[src/rtl/calc_operand_entry_pkg.sv]
// ---------------------------------------------------------------------------
// calc_operand_entry_pkg
//   Shared definitions for the calculator operand-entry front end:
//   opcodes, FSM state encodings, key indices, operand limits and the
//   two-digit shift helper used when a digit key is accepted.
// ---------------------------------------------------------------------------
package calc_operand_entry_pkg;

    // Opcodes as presented on iOP / oOP
    localparam logic [1:0] OP_ADD = 2'b00;
    localparam logic [1:0] OP_SUB = 2'b01;
    localparam logic [1:0] OP_MUL = 2'b10;
    localparam logic [1:0] OP_DIV = 2'b11;

    // Key indices into iKEY_n and the per-key press vector
    localparam int KEY_DIGIT = 0;
    localparam int KEY_NEXT  = 1;
    localparam int KEY_EXEC  = 2;
    localparam int KEY_CLR   = 3;

    localparam logic [6:0] MAX_OPERAND = 7'd99;
    localparam logic [3:0] DIGIT_MAX   = 4'd9;

    // Entry FSM states
    typedef enum logic [1:0] {
        S_A    = 2'd0,   // editing operand A
        S_B    = 2'd1,   // editing operand B
        S_SEND = 2'd2,   // operand set offered to the consumer
        S_DONE = 2'd3    // transfer complete, values held for display
    } state_t;

    // Append a decimal digit, keeping only the last two digits.
    // (v % 10) * 10 is at most 90, so the sum never exceeds MAX_OPERAND.
    function automatic logic [6:0] shift_digit(input logic [6:0] v, input logic [3:0] d);
        logic [6:0] ones;
        ones = v % 7'd10;
        return (ones * 7'd10) + {3'b000, d};
    endfunction

endpackage

[src/rtl/calc_operand_entry_key_debounce.sv]
// ---------------------------------------------------------------------------
// calc_operand_entry_key_debounce
//   Conditions one raw active-low push key: two-flop synchronizer, a
//   debounce counter that accepts a new level only after DEBOUNCE_CYCLES
//   consecutive samples that differ from the accepted level, and a single
//   cycle press pulse on the accepted released->pressed edge.
//
// Ports
//   i_clk     system clock
//   i_rst     asynchronous active-high reset (accepted level = released)
//   i_key_n   raw key, active-low, asynchronous to i_clk
//   o_press   one-cycle pulse per accepted press
//   o_level_n accepted (debounced) key level, active-low
// ---------------------------------------------------------------------------
module calc_operand_entry_key_debounce #(
    parameter int DEBOUNCE_CYCLES = 500000,
    parameter int CNT_W           = 19
) (
    input  logic i_clk,
    input  logic i_rst,
    input  logic i_key_n,
    output logic o_press,
    output logic o_level_n
);

    localparam logic [CNT_W-1:0] CNT_LAST = CNT_W'(DEBOUNCE_CYCLES - 1);

    logic             r_sync1;
    logic             r_sync2;
    logic             r_level_n;
    logic [CNT_W-1:0] r_cnt;
    logic             r_press;

    // Synchronizer and accepted level both reset to "released" (high).
    always_ff @(posedge i_clk or posedge i_rst) begin
        if (i_rst) begin
            r_sync1   <= 1'b1;
            r_sync2   <= 1'b1;
            r_level_n <= 1'b1;
            r_cnt     <= '0;
            r_press   <= 1'b0;
        end else begin
            r_sync1 <= i_key_n;
            r_sync2 <= r_sync1;
            r_press <= 1'b0;
            if (r_sync2 == r_level_n) begin
                // Any sample agreeing with the accepted level restarts the count.
                r_cnt <= '0;
            end else if (r_cnt == CNT_LAST) begin
                // DEBOUNCE_CYCLES consecutive differing samples: accept.
                r_level_n <= r_sync2;
                r_cnt     <= '0;
                r_press   <= ~r_sync2;
            end else begin
                r_cnt <= r_cnt + 1'b1;
            end
        end
    end

    assign o_press   = r_press;
    assign o_level_n = r_level_n;

endmodule

[src/rtl/calc_operand_entry.sv]
// ---------------------------------------------------------------------------
// calc_operand_entry
//   Sequential front end of the calculator. Four debounced push keys and the
//   switch bank build operands A and B (0..99) and the opcode, then offer the
//   set to the ALU/display path.
//
// Handshake: oVALID rises when the set is offered and stays high, with
//   oA/oB/oOP frozen, until a cycle where oVALID & iREADY are both high
//   (the transfer). oVALID falls the cycle after the transfer. Only clear
//   or reset withdraw oVALID without a transfer. iREADY may already be
//   high before oVALID rises.
//
// Ports
//   iCLK      system clock
//   iRST      asynchronous active-high reset
//   iKEY_n    raw keys, active-low: [0] digit, [1] next/op, [2] execute, [3] clear
//   iDIGIT    digit value, sampled on a digit press (values > 9 ignored)
//   iOP       opcode, sampled on a next/op press
//   iREADY    consumer accepts the operand set
//   oA, oB    operands, 0..99
//   oOP       latched opcode
//   oVALID    operand set offered
//   oSEL_B    operand B is being edited
//   oERR      divide-by-zero execute was rejected
//   oSTATE    current entry FSM state (debug)
// ---------------------------------------------------------------------------
module calc_operand_entry
    import calc_operand_entry_pkg::*;
#(
    parameter int DEBOUNCE_CYCLES = 500000,
    parameter int CNT_W           = 19
) (
    input  logic       iCLK,
    input  logic       iRST,
    input  logic [3:0] iKEY_n,
    input  logic [3:0] iDIGIT,
    input  logic [1:0] iOP,
    input  logic       iREADY,
    output logic [6:0] oA,
    output logic [6:0] oB,
    output logic [1:0] oOP,
    output logic       oVALID,
    output logic       oSEL_B,
    output logic       oERR,
    output logic [1:0] oSTATE
);

    // ---------------------------------------------------------------
    // Key conditioning
    // ---------------------------------------------------------------
    logic [3:0] w_press;
    logic [3:0] w_level_n;

    for (genvar g = 0; g < 4; g++) begin : g_key
        calc_operand_entry_key_debounce #(
            .DEBOUNCE_CYCLES (DEBOUNCE_CYCLES),
            .CNT_W           (CNT_W)
        ) u_key (
            .i_clk     (iCLK),
            .i_rst     (iRST),
            .i_key_n   (iKEY_n[g]),
            .o_press   (w_press[g]),
            .o_level_n (w_level_n[g])
        );
    end

    // Same-cycle priority: clear > execute > next/op > digit.
    logic w_clr;
    logic w_exec;
    logic w_next;
    logic w_dig;
    logic w_digit_ok;

    assign w_clr      = w_press[KEY_CLR];
    assign w_exec     = w_press[KEY_EXEC]  & ~w_press[KEY_CLR];
    assign w_next     = w_press[KEY_NEXT]  & ~w_press[KEY_EXEC] & ~w_press[KEY_CLR];
    assign w_dig      = w_press[KEY_DIGIT] & ~w_press[KEY_NEXT] & ~w_press[KEY_EXEC]
                        & ~w_press[KEY_CLR];
    assign w_digit_ok = (iDIGIT <= DIGIT_MAX);

    // ---------------------------------------------------------------
    // Operand / opcode / error registers
    // ---------------------------------------------------------------
    state_t     r_state;
    state_t     w_next_state;
    logic [6:0] r_a;
    logic [6:0] r_b;
    logic [1:0] r_op;
    logic       r_err;
    logic       w_div0;
    logic       w_dig_acc;

    assign w_div0    = (r_op == OP_DIV) && (r_b == 7'd0);
    assign w_dig_acc = w_dig & w_digit_ok;

    always_ff @(posedge iCLK or posedge iRST) begin
        if (iRST) begin
            r_a   <= '0;
            r_b   <= '0;
            r_op  <= '0;
            r_err <= 1'b0;
        end else if (w_clr) begin
            r_a   <= '0;
            r_b   <= '0;
            r_op  <= '0;
            r_err <= 1'b0;
        end else begin
            // The error flag is only ever set while editing B; any accepted
            // digit or next/op afterwards acknowledges it.
            if (w_next || w_dig_acc) begin
                r_err <= 1'b0;
            end
            case (r_state)
                S_A: begin
                    if (w_next) begin
                        r_op <= iOP;
                        r_b  <= '0;
                    end else if (w_dig_acc) begin
                        r_a <= shift_digit(r_a, iDIGIT);
                    end
                end
                S_B: begin
                    if (w_exec && w_div0) begin
                        r_err <= 1'b1;
                    end else if (w_next) begin
                        r_op <= iOP;
                    end else if (w_dig_acc) begin
                        r_b <= shift_digit(r_b, iDIGIT);
                    end
                end
                S_SEND: begin
                    // Operands frozen while the set is offered.
                end
                S_DONE: begin
                    if (w_next) begin
                        // Chaining: the previous A is kept as the new left operand.
                        r_op <= iOP;
                        r_b  <= '0;
                    end else if (w_dig_acc) begin
                        r_a <= {3'b000, iDIGIT};
                        r_b <= '0;
                    end
                end
                default: begin
                end
            endcase
        end
    end

    // ---------------------------------------------------------------
    // Entry FSM: state register
    // ---------------------------------------------------------------
    always_ff @(posedge iCLK or posedge iRST) begin
        if (iRST) begin
            r_state <= S_A;
        end else begin
            r_state <= w_next_state;
        end
    end

    // ---------------------------------------------------------------
    // Entry FSM: next-state logic
    // ---------------------------------------------------------------
    always_comb begin
        w_next_state = r_state;
        if (w_clr) begin
            w_next_state = S_A;
        end else begin
            case (r_state)
                S_A: begin
                    if (w_next) begin
                        w_next_state = S_B;
                    end
                end
                S_B: begin
                    if (w_exec && !w_div0) begin
                        w_next_state = S_SEND;
                    end
                end
                S_SEND: begin
                    if (iREADY) begin
                        w_next_state = S_DONE;
                    end
                end
                S_DONE: begin
                    if (w_next) begin
                        w_next_state = S_B;
                    end else if (w_dig_acc) begin
                        w_next_state = S_A;
                    end
                end
                default: begin
                    w_next_state = S_A;
                end
            endcase
        end
    end

    // ---------------------------------------------------------------
    // Entry FSM: outputs (decoded from state so reset drops oVALID at once)
    // ---------------------------------------------------------------
    always_comb begin
        oVALID = 1'b0;
        oSEL_B = 1'b0;
        case (r_state)
            S_B:     oSEL_B = 1'b1;
            S_SEND:  oVALID = 1'b1;
            default: begin
            end
        endcase
    end

    assign oA     = r_a;
    assign oB     = r_b;
    assign oOP    = r_op;
    assign oERR   = r_err;
    assign oSTATE = r_state;

endmodule
[config.mk]
export PLATFORM = sky130hd
export DESIGN_NAME = calc_operand_entry
export DESIGN_NICKNAME = d
export VERILOG_FILES = /design/src/rtl/calc_operand_entry_pkg.sv /design/src/rtl/calc_operand_entry_key_debounce.sv /design/src/rtl/calc_operand_entry.sv
export SDC_FILE = /design/constraint.sdc
export NUM_CORES = 1
export LEC_CHECK = 0
export CORE_MARGIN = 2
export CORE_UTILIZATION = 60
export CTS_CLUSTER_SIZE = 20
export DETAILED_ROUTE_END_ITERATION = 8
export PLACE_DENSITY = 0.86
export SLEW_MARGIN = 15
export SYNTH_ARGS = -nofsm -noshare
export SYNTH_HDL_FRONTEND = slang
export SYNTH_SLANG_ARGS = --single-unit
[constraint.sdc]
create_clock -name iCLK -period 5.87 [get_ports iCLK]
set_input_delay 0.8805 -clock iCLK [delete_from_list [all_inputs] [get_ports iCLK]]
set_output_delay 0.8805 -clock iCLK [all_outputs]
set_load 0.03 [all_outputs]
==> summary.txt <==
Synthesis
  – Post-synthesis mux area share: 1.78%
  – Synth top area share: 38.3%
  – Syn avg cell area: 9.33 um2
  – Synthesized-area fraction occupied by adder cells: 6.66%
  – Mapped Cells: 693
  – Top_reg_cell synth: dfrtp_1
  – Synth Area in Compound Gates: 8.30%
  – Synth cell types: 57
  – Area contributors post-synth: dfrtp_1 (38%), xor2_1 (6.6%), nor2_1 (6.4%)
  – Post-Syn Nets: ~740
  – Register area share after synthesis: around 43%
  – EDFF count, synth: 0
  – Synth warn: 0
  – Synth area leader: dfrtp_1
  – Ys async rst share: 100%
  – Post-Synth Simple-Gate Area: 24.0%
  – Synth Area in XOR/XNOR: 12.5%
  – Synthesized area: between 6000 and 7000 um2
  – Main combinational cell family by area after synthesis: simple AND/OR/NAND/NOR gates
  – Seq cells post-synth: 111

Floorplan
  – Die Height: 108 um
  – Cell Rows: 37
  – Initial Util: 62.1%
  – Core Region: ~10,000 um2
  – DIE AREA: between 10,000 and 15,000 um2
  – Die X: 108 um
  – Io pins: 34

Layout
  – Fill count: 788
  – Finished Layout Cells: 854
  – Ratio of cells with drive above 1 in the final layout: around 6.4%
  – Antenna diode count: 0
  – Area grow syn2layout: 9.69%
  – Core Util, Final: 68.1%
  – Area occupied by multi-input gates: about 3400 um2
  – Register Area: between 2000 and 3000 um2
  – Nets@finish: 758

Clocking
  – Hold-fix buffer count after cts: 0
  – Resized cells post-CTS: 0
  – Post-CTS setup buffers: 0
  – Clock latency at the later pin of the worst-skew pair: between 0.3 and 0.4 ns
  – Clock sink count: 111
  – Clock tree buffer depth: 2
  – CTS H-tree depth: 3
  – Root Driver: clkbuf_8
  – Cts bufs inserted: 9
  – CTS tree: yes
  – Clock-pin slew on the worst setup and hold paths: 0.10 ns

Worst setup path
  – Crit-path cells: nand2b_1 > nand2b_1 > a21oi_1 > a211oi_1 > ha_1 > and3_1 > a221oi_1 > o21a_1 > o21ai_0 > nand4_1 > xnor2_1 > ha_1 > ha_1 > inv_1 > fa_1 > nor3b_1 > xnor2_1 > xnor2_1 > xnor2_1 > o41ai_1
  – CP top delay family: adder cells
  – Reg2Reg Depth: 20
  – CP Max Fanout: 15
  – Worst path slowest cell: dfrtp_1
  – Critical Path RT: between 6 and 7 ns
  – Startpoint Class: register
  – Critical Path Most Common Cell: xnor2_1
  – Crit end category: register
  – Critical path class: reg -> reg
  – WP data arrival: 5.61 ns
  – Levels on crit path: 20
  – Worst Path Buf+Inv: 1
  – Max stage delay on crit path: 0.55 ns

Drt
  – Antenna-violating nets left: 0
  – Drt first pass iters: 5
  – Wire per inst: about 15 um
  – Vias post-DR: between 4,000 and 5,000
  – Via density: 5.78
  – DRC Markers: 0
  – Routed WL: 12,500 um
  – Initial drt markers: 400

Timing
  – Fin crit period: 5.35 ns
  – Fmax: 187 MHz
  – Tcrit/Tclk final: about nine tenths
  – Setup TNS: 0 ns
  – Least-Margin Pin Slew: 0.943 ns
  – Slew Limit Fails: 0
  – Final setup viols: 0
  – Clock skew: 0.0104 ns
  – Endpoints failing hold: 0
  – Unrepaired setup endpoints after global routing: no
  – Max-slew headroom: 37.1%

Pwr
  – Static Leak: 3.05 nW
  – Int Power: 1.04 mW
  – Peak VDD IR: 133 uV
  – Clock share of power: 35.2%
  – Power Dens Cells: 193 nW/um2
  – Switching Share: 24.0%
  – Switching power: 0.329 mW
  – Reg power frac: 57.4%
  – Comb pwr share: approximately 7.4%

Global routing
  – Initial antenna violation count: 0
  – First-pass GRT wire length: 21,600 um
  – Gr usage total: a little under a quarter
  – Pin count of the biggest net entering global routing: 59
  – Overflow after GRT: 0
  – Number of global-route vias before repair: 4,777

Run
  – Max Cap Violations: 0

Placement
  – GP Congestion: 0.889
  – Dpl cells: 838
  – Buffers on Ports: 33
  – DP HPWL: 8750 um

Worst hold path
  – Tightest Hold Check Type: reg -> reg
  – Hold path cells: 0

Run status
  – Outcome: completed
[cells in the final DEF (no fill, tap or decap), types with 3 or more instances in the layout]
cell type	count
a21o_1	3
a21oi_1	16
a31oi_1	6
and3_1	17
and3b_1	4
and4_1	5
clkbuf_8	11
clkdlybuf4s50_1	33
clkinv_4	3
dfrtp_1	97
dfstp_2	12
fa_1	4
ha_1	28
inv_1	30
mux2_2	4
mux2i_1	7
nand2_1	57
nand2b_1	9
nand3_1	34
nand4_1	18
nor2_1	110
nor2b_1	17
nor3_1	8
nor3b_1	11
nor4_1	5
nor4bb_1	3
o21ai_0	17
o31ai_1	8
o32ai_1	3
o41ai_1	5
or2_2	3
or3_1	3
xnor2_1	41
xor2_1	49
[state kept, by name, indices dropped and copies added, names as in the netlist]
| name | cells |
|---|---|
| oERR | 1 |
| g_key.u_key.r_cnt | 76 |
| g_key.u_key.r_sync1 | 4 |
| oOP | 2 |
| g_key.u_key.o_press | 4 |
| g_key.u_key.r_sync2 | 4 |
| oB | 7 |
| oSTATE | 2 |
| oA | 7 |
| g_key.u_key.o_level_n | 4 |
[through the flow]
| step | hold slack [ns] | cell area (um2) | power (mW) | setup slack, ns |
|---|---|---|---|---|
| 2_1_floorplan | 0.345 | 6470 | 0.874 | 0.959 |
| 3_3_place_gp | 0.346 | 6870 | 0.900 | 0.912 |
| 3_5_place_dp | 0.347 | 6870 | 0.905 | 0.583 |
| 4_1_cts | 0.361 | 7090 | 1.38 | 0.537 |
| 5_1_grt | 0.369 | 7090 | 1.42 | 0.107 |
| 6_report | 0.361 | 7090 | 1.37 | 0.520 |
[path summary, 6_finish.rpt]
path | startpoint | end | slack [ns]
setup / recovery | oA[3] | oA[6] | 0.52
hold / removal | g_key[1].u_key.r_sync1 | g_key[1].u_key.r_sync2 | 0.36
setup reg to reg | oA[3] | oA[6] | 0.52
hold reg to reg | g_key[1].u_key.r_sync1 | g_key[1].u_key.r_sync2 | 0.36
max in group asynchronous | iRST | g_key[1].u_key.r_cnt[6] | 3.77
min in group asynchronous | iRST | g_key[2].u_key.r_cnt[5] | 0.95
[per-layer routing]
layer / vias up / wire length [um] / global-route usage [%]
li1: 2404 / - / -
met1: 2373 / 5660 / 31.0
met2: 132 / 6210 / 38.4
met3: 28 / 412 / 3.21
met4: 0 / 225 / 7.23
met5: - / 0 / 0
[logic make-up after synthesis]
family          count (synthesis)
xor+xnor                       91
simple gates                  312
compound gates                 79
buf+inv                        57
fa+ha+maj                      32
mux                            11
flops                         111
[final cells by class]
type | instances | area share [%]
clock buffer | 11 | 2.13
clock inverter | 5 | 0.917
inverter | 31 | 1.68
multi-input combinational | 525 | 48.6
sequential | 111 | 39.4
tap | 136 | 2.40
timing repair buffer | 35 | 4.87
[synthesized netlist by cell type (7+ instances only)]
| cell type | n |
|---|---|
| nor3b_1 | 11 |
| clkbuf_1 | 15 |
| nand4_1 | 18 |
| mux2i_1 | 7 |
| dfrtp_1 | 99 |
| nor3_1 | 8 |
| o21ai_0 | 17 |
| and3_1 | 17 |
| buf_2 | 7 |
| dfstp_2 | 12 |
| xnor2_1 | 41 |
| a21oi_1 | 16 |
| nand2b_1 | 9 |
| nand3_1 | 34 |
| nor2_1 | 110 |
| ha_1 | 28 |
| o31ai_1 | 8 |
| nor2b_1 | 17 |
| inv_1 | 31 |
| xor2_1 | 49 |
| nand2_1 | 57 |
[power groups by stage]
stage / clock network [mW] / registers (mW) / logic [mW]
global route: 0.517 / 0.790 / 0.116
finish: 0.483 / 0.788 / 0.101
detailed placement: 0 / 0.803 / 0.102
global placement: 0 / 0.801 / 0.0988
CTS: 0.491 / 0.788 / 0.103
floorplan: 0 / 0.801 / 0.0734
Note: power is estimated with default switching activity, not from simulation.
